$ cat config.mk
export PLATFORM = sky130hd
export DESIGN_NAME = cpu_fetch_sequencer
export DESIGN_NICKNAME = d
export VERILOG_FILES = /design/src/rtl/cpu_fetch_sequencer.sv
export SDC_FILE = /design/constraint.sdc
export NUM_CORES = 1
export LEC_CHECK = 0
export ABC_AREA = 1
export CAP_MARGIN = 20
export CORE_UTILIZATION = 55
export DETAILED_ROUTE_END_ITERATION = 8
export PLACE_DENSITY = 0.79
export REMOVE_ABC_BUFFERS = 1
export SKIP_LAST_GASP = 1
export SYNTH_ARGS = -nofsm -noshare
export SYNTH_HDL_FRONTEND = slang
export SYNTH_SLANG_ARGS = --single-unit
$ cat constraint.sdc
create_clock -name clock -period 2.4 [get_ports clock]
set_input_delay 0.24 -clock clock [delete_from_list [all_inputs] [get_ports clock]]
set_output_delay 0.24 -clock clock [all_outputs]
set_load 0.05 [all_outputs]
$ cat src/rtl/cpu_fetch_sequencer.sv
// CPU fetch front end: frame counter, PC, one/two-word fetch and circular call stack.
// Optional stack depth status flags when CPU_FETCH_STACK_STATUS_EN is defined.
`default_nettype none

module cpu_fetch_sequencer #(
   parameter int ADDR_WIDTH  = 12,
   parameter int STACK_DEPTH = 3
) (
   input  logic                  clock,
   input  logic                  reset_n,
   input  logic [3:0]            data_in,
   input  logic                  cond_true,
   input  logic                  isz_nonzero,
   input  logic [7:0]            pair_value,
   output logic [2:0]            cycle,
   output logic                  sync,
   output logic [3:0]            data_out,
   output logic                  data_oe,
   output logic [7:0]            inst,
   output logic [7:0]            inst2,
   output logic                  second_word,
   output logic [ADDR_WIDTH-1:0] pc,
   output logic                  stack_overflow,
   output logic                  stack_underflow
);

   localparam int SP_W = (STACK_DEPTH > 1) ? $clog2(STACK_DEPTH) : 1;

   typedef enum logic {FETCH1 = 1'b0, FETCH2 = 1'b1} state_t;

   state_t                state_q, state_d;
   logic [2:0]            cycle_q;
   logic [ADDR_WIDTH-1:0] pc_q, pc_d;
   logic [7:0]            inst_q, inst2_q;
   logic [ADDR_WIDTH-1:0] stack_q [STACK_DEPTH];
   logic [SP_W-1:0]       sp_q, sp_inc, sp_dec;
   logic                  push, pop;

   logic [3:0]            w_opr;
   logic                  w_two_word;
   logic [ADDR_WIDTH-1:0] w_p1, w_long, w_page, w_jin;
   logic [11:0]           w_pc_lo;

   assign w_opr      = inst_q[7:4];
   assign w_two_word = (w_opr == 4'h1) || (w_opr == 4'h2 && !inst_q[0]) ||
                       (w_opr == 4'h4) || (w_opr == 4'h5) || (w_opr == 4'h7);
   assign w_p1       = pc_q + ADDR_WIDTH'(1);
   assign w_long     = ADDR_WIDTH'({inst_q[3:0], inst2_q});
   assign sp_inc     = (sp_q == SP_W'(STACK_DEPTH - 1)) ? '0 : sp_q + SP_W'(1);
   assign sp_dec     = (sp_q == '0) ? SP_W'(STACK_DEPTH - 1) : sp_q - SP_W'(1);

   // Short jumps keep the page of p1, so a second word at page end lands in the next page.
   always_comb begin
      w_page      = w_p1;
      w_page[7:0] = inst2_q;
      w_jin       = w_p1;
      w_jin[7:0]  = pair_value;
   end

   always_comb begin
      state_d = state_q;
      pc_d    = pc_q;
      push    = 1'b0;
      pop     = 1'b0;
      if (cycle_q == 3'd7) begin
         pc_d = w_p1;
         case (state_q)
            FETCH1: begin
               if (w_two_word) state_d = FETCH2;
               if (w_opr == 4'h3 && inst_q[0]) begin
                  pc_d = w_jin;
               end else if (w_opr == 4'hC) begin
                  pop  = 1'b1;
                  pc_d = stack_q[sp_dec];
               end
            end
            FETCH2: begin
               state_d = FETCH1;
               case (w_opr)
                  4'h4: pc_d = w_long;
                  4'h5: begin
                     push = 1'b1;
                     pc_d = w_long;
                  end
                  4'h1: if (cond_true)   pc_d = w_page;
                  4'h7: if (isz_nonzero) pc_d = w_page;
                  default: pc_d = w_p1;
               endcase
            end
            default: state_d = FETCH1;
         endcase
      end
   end

   always_ff @(posedge clock or negedge reset_n) begin
      if (!reset_n) begin
         cycle_q <= 3'd0;
         state_q <= FETCH1;
         pc_q    <= '0;
         inst_q  <= 8'h00;
         inst2_q <= 8'h00;
      end else begin
         cycle_q <= cycle_q + 3'd1;
         state_q <= state_d;
         pc_q    <= pc_d;
         if (cycle_q == 3'd3) begin
            if (state_q == FETCH1) inst_q[7:4]  <= data_in;
            else                   inst2_q[7:4] <= data_in;
         end
         if (cycle_q == 3'd4) begin
            if (state_q == FETCH1) inst_q[3:0]  <= data_in;
            else                   inst2_q[3:0] <= data_in;
         end
      end
   end

   always_ff @(posedge clock or negedge reset_n) begin
      if (!reset_n) begin
         sp_q <= '0;
         for (int i = 0; i < STACK_DEPTH; i++) stack_q[i] <= '0;
      end else if (push) begin
         stack_q[sp_q] <= w_p1;
         sp_q          <= sp_inc;
      end else if (pop) begin
         sp_q <= sp_dec;
      end
   end

`ifdef CPU_FETCH_STACK_STATUS_EN
   localparam int CNT_W = $clog2(STACK_DEPTH + 1);
   logic [CNT_W-1:0] count_q;
   logic             ovf_q, udf_q;

   always_ff @(posedge clock or negedge reset_n) begin
      if (!reset_n) begin
         count_q <= '0;
         ovf_q   <= 1'b0;
         udf_q   <= 1'b0;
      end else if (push) begin
         if (count_q == CNT_W'(STACK_DEPTH)) ovf_q <= 1'b1;
         else                                count_q <= count_q + CNT_W'(1);
      end else if (pop) begin
         if (count_q == '0) udf_q <= 1'b1;
         else               count_q <= count_q - CNT_W'(1);
      end
   end

   assign stack_overflow  = ovf_q;
   assign stack_underflow = udf_q;
`else
   assign stack_overflow  = 1'b0;
   assign stack_underflow = 1'b0;
`endif

   // Only the low three nibbles ever go out on the bus.
   if (ADDR_WIDTH >= 12) begin : g_pc_wide
      assign w_pc_lo = pc_q[11:0];
   end else begin : g_pc_narrow
      assign w_pc_lo = {4'h0, pc_q[7:0]};
   end

   always_comb begin
      data_out = 4'h0;
      case (cycle_q)
         3'd0:    data_out = w_pc_lo[3:0];
         3'd1:    data_out = w_pc_lo[7:4];
         3'd2:    data_out = w_pc_lo[11:8];
         default: data_out = 4'h0;
      endcase
   end

   assign cycle       = cycle_q;
   assign sync        = (cycle_q != 3'd7);
   assign data_oe     = (cycle_q < 3'd3);
   assign inst        = inst_q;
   assign inst2       = inst2_q;
   assign second_word = (state_q == FETCH2);
   assign pc          = pc_q;

endmodule

`default_nettype wire

==> results.md, run 1 <==
* Final setup margin at 0.195 ns
* Syn Inst Count at 552
* CP max stage cell: dfrtp_1
* CTS H-tree lvls at 3
* Routed length per placed instance at between 15 and 20 um
* Synth warnings at 0
* Via density at 5.43
* Critical path class: reg -> out
* Slowest stage delay, CP at roughly 0.42 ns
* Crit path max fanout at 12
* CTS Root Cell: clkbuf_8
* Gr usage total at 30.3%
* Critical Path Most Common Cell: ha_1
* WP data arrival at approximately 2 ns
* Max-Cap Viols at 0
* First-iteration detailed-routing DRC count at roughly 240
* Antenna Nets Post-Route at 0
* Overall power at 5.63 mW
* Inst Count DP at slightly below 700
* Tmin final at ~2.2 ns
* CTS tree: built
* Hold Slack at ~0.46 ns
* Mean post-synth cell area at 7.33 sq um
* Final setup viols at 0
* Register area share after synthesis at 43.3%
* Die X at 87.8 um
* RSZ-0062 raised after global routing: no
* Leak Pwr at 2.42 nW
* Worst path cell trace: ha_1 -> ha_1 -> inv_1 -> buf_4 -> buf_12
* Final hold viol count at 0
* Largest net degree at the start of global routing at 44
* DR vias at 3866
* Clk_lat worst skew at about 0.35 ns
* F_max at between 0.4 and 0.5 GHz
* Pre-CTS setup slack at 0.274 ns
* Post-synth cell types at 29
* Cts bufs inserted at 9
* Clk buf depth at 2
* FF+latch area at 1750 sq um
* Antenna violations before repair at 0
* Outcome: complete, no violations
* Area of the multi-input gates at 1950 sq um
* Non-Filler Instances at approximately 710
* Ant. Diodes at 0
* GPL Wtd Cong at about 0.93
* Vias in the first global route at 3557
* I/O Buffers at 53
* Die Y at 87.8 um
* Filler Cell Count at 595
* Boundary pin count at 56
* Setup Skew at 0.00809 ns
* HPWL after DPL at 8000 um
* Area grow syn2layout at 21.2%
* Critical path launch point type: flip-flop
* Hold Crit Class: in -> async
* Rows at 30
* Fin. max-slew vios at 0
* Die ar. at 7710 sq um
* Core area at around 7000 sq um
* First-pass GRT wire length at between 15000 and 20000 um
* Cell Pwr Density at 1150 nW/um^2
* Most common cell after layout, fill and taps aside: nand2_1
* CTS sink cnt at 70
* Drc violations at 0
* Final worst-path cycle share at slightly above 90%
* Final net count at 639
* Effective utilization at floorplan at 58.3%
* Peak supply drop at 1.07 mV
* Clock-pin slew on the worst setup and hold paths at 0.08 ns
* Wirelength, routed at between 10000 and 15000 um
* Post-synthesis register bit count at 70
* Highest-count cells in the layout ignoring fill and taps: 182 x nand2_1, 70 x dfrtp_1, 66 x nand3_1
* PostCTS Resize Cnt at 0
* Rel. slew slack at 55.4%
* Setup crit end kind: primary output
* Fraction of layout cells with a size suffix above 1 at 8.77%
* Crit path required time at 2.16 ns
* Grt total ovfl at 0
* Post-Syn Area at a little over 4000 sq um
* Drt first pass iters at 5
* Post-CTS Repair Setup Buffers at 0
* Worst-margin pin slew at between 0.6 and 0.7 ns
## logic make-up after synthesis
kind of cell,share of synthesized area [%]
adders and majority gates,3.71
xor gates and xnor gates,0.865
other,0.0926
AOI/OAI and AO/OA,10.3
DFF,43.3
buffers and inverters,8.59
and+or+nand+nor,33.2
## report_power, final
| part | switching, mW | leakage [nW] | internal (mW) |
|---|---|---|---|
| combinational | 1.92 | 1.38 | 0.855 |
| sequential | 0.344 | 0.923 | 1.41 |
| clock | 0.465 | 0.116 | 0.642 |
| total | 2.73 | 2.42 | 2.90 |
## stage by stage
stage                     TNS [ns]  utilization [%]  instance area [sq um]
after global routing             0             70.7                   4910
after floorplan            -0.0570                -                   3940
after detailed placement         0             67.2                   4670
after global placement           0             67.2                   4670
final                            0             70.7                   4910
after CTS                        0             70.7                   4910
## per-layer routing
layer / GRT usage, % / up-vias / share of wire [%]
met5: 0 / - / 0
met2: 50.2 / 146 / 48
li1: - / 1881 / -
met1: 38.9 / 1807 / 44
met4: 11.6 / 0 / 2.4
met3: 6.31 / 32 / 5.8
## sequential cells by signal, summed over array words and instances (netlist names)
name and flops:
cycle 3, inst 8, inst2 8, pc 12
second_word 1, sp_q 2, stack_q 36
## critical path: cells and delay by family, from the launching register on
kind | cells | cell delay (ns)
adders and majority gates | 2 | 0.64
buffers and inverters | 3 | 0.55
DFF | 1 | 0.42
## repair_timing
| item | 4_1_cts | 5_1_grt |
|---|---|---|
| hold buffers | 1 | 0 |
| endpoints found under the hold margin | 27 | 0 |
| setup endpoints to repair | 0 | 0 |
## worst paths after layout
path,endpoint,depth (start not counted),from,slack (ns)
max,sync,5,cycle[0],0.19
min,inst[5],2,reset_n,0.46
max reg2reg,stack_q[20],10,cycle[0],0.21
min reg2reg,stack_q[34],2,stack_q[34],0.49
max in group asynchronous,stack_q[8],3,reset_n,1.29
min in group clock,stack_q[34],2,stack_q[34],0.49
## cell type report
cell class	instances	area share, %
Multi-Input combinational cell	405	39.8
Sequential cell	70	35.7
Timing Repair Buffer	63	12.5
Inverter	62	4.79
Clock buffer	11	3.08
Tap cell	96	2.45
Clock inverter	5	1.66
## Yosys cell counts
cell type / number / area, sq um
nand2_1: 182 / 683
dfrtp_1: 70 / 1750
nand3_1: 66 / 330
inv_1: 56 / 210
o21ai_0: 54 / 270
nor2_1: 30 / 113
o21ai_1: 13 / 65.1
a21oi_1: 12 / 60.1
ha_1: 12 / 150
nand4_1: 7 / 43.8
nor2_4: 7 / 78.8
buf_2: 6 / 30.0
buf_4: 6 / 45.0
nand2_2: 6 / 37.5
buf_6: 3 / 33.8
inv_2: 3 / 11.3
xor2_1: 3 / 26.3
a22oi_1: 2 / 15.0
clkinv_1: 2 / 7.51
nand3_2: 2 / 20.0
nor2_2: 2 / 12.5
clkbuf_1: 1 / 3.75
conb_1: 1 / 3.75
inv_4: 1 / 6.26
nand2_4: 1 / 11.3
nor4_1: 1 / 6.26
o211ai_1: 1 / 7.51
or2_2: 1 / 6.26
xnor2_1: 1 / 8.76
No activity file was read; power rests on OpenSTA's default activity.
==> inputs of run 2 (changes only) <==
--- a/config.mk
+++ b/config.mk
@@ -6,6 +6,7 @@
 export NUM_CORES = 1
 export LEC_CHECK = 0
 export ABC_AREA = 1
+export ABC_CLOCK_PERIOD_IN_PS = 2400
 export CAP_MARGIN = 20
 export CORE_UTILIZATION = 55
 export DETAILED_ROUTE_END_ITERATION = 8
==> results of run 2 <==
No change in the layout: final DEF, timing and power equal those of run 1.
==> inputs of run 3 (changes only) <==
--- a/config.mk
+++ b/config.mk
@@ -6,7 +6,6 @@
 export NUM_CORES = 1
 export LEC_CHECK = 0
 export ABC_AREA = 1
-export ABC_CLOCK_PERIOD_IN_PS = 2400
 export CAP_MARGIN = 20
 export CORE_UTILIZATION = 55
 export DETAILED_ROUTE_END_ITERATION = 8
==> results of run 3 <==
No change in the layout: final DEF, timing and power equal those of run 1.
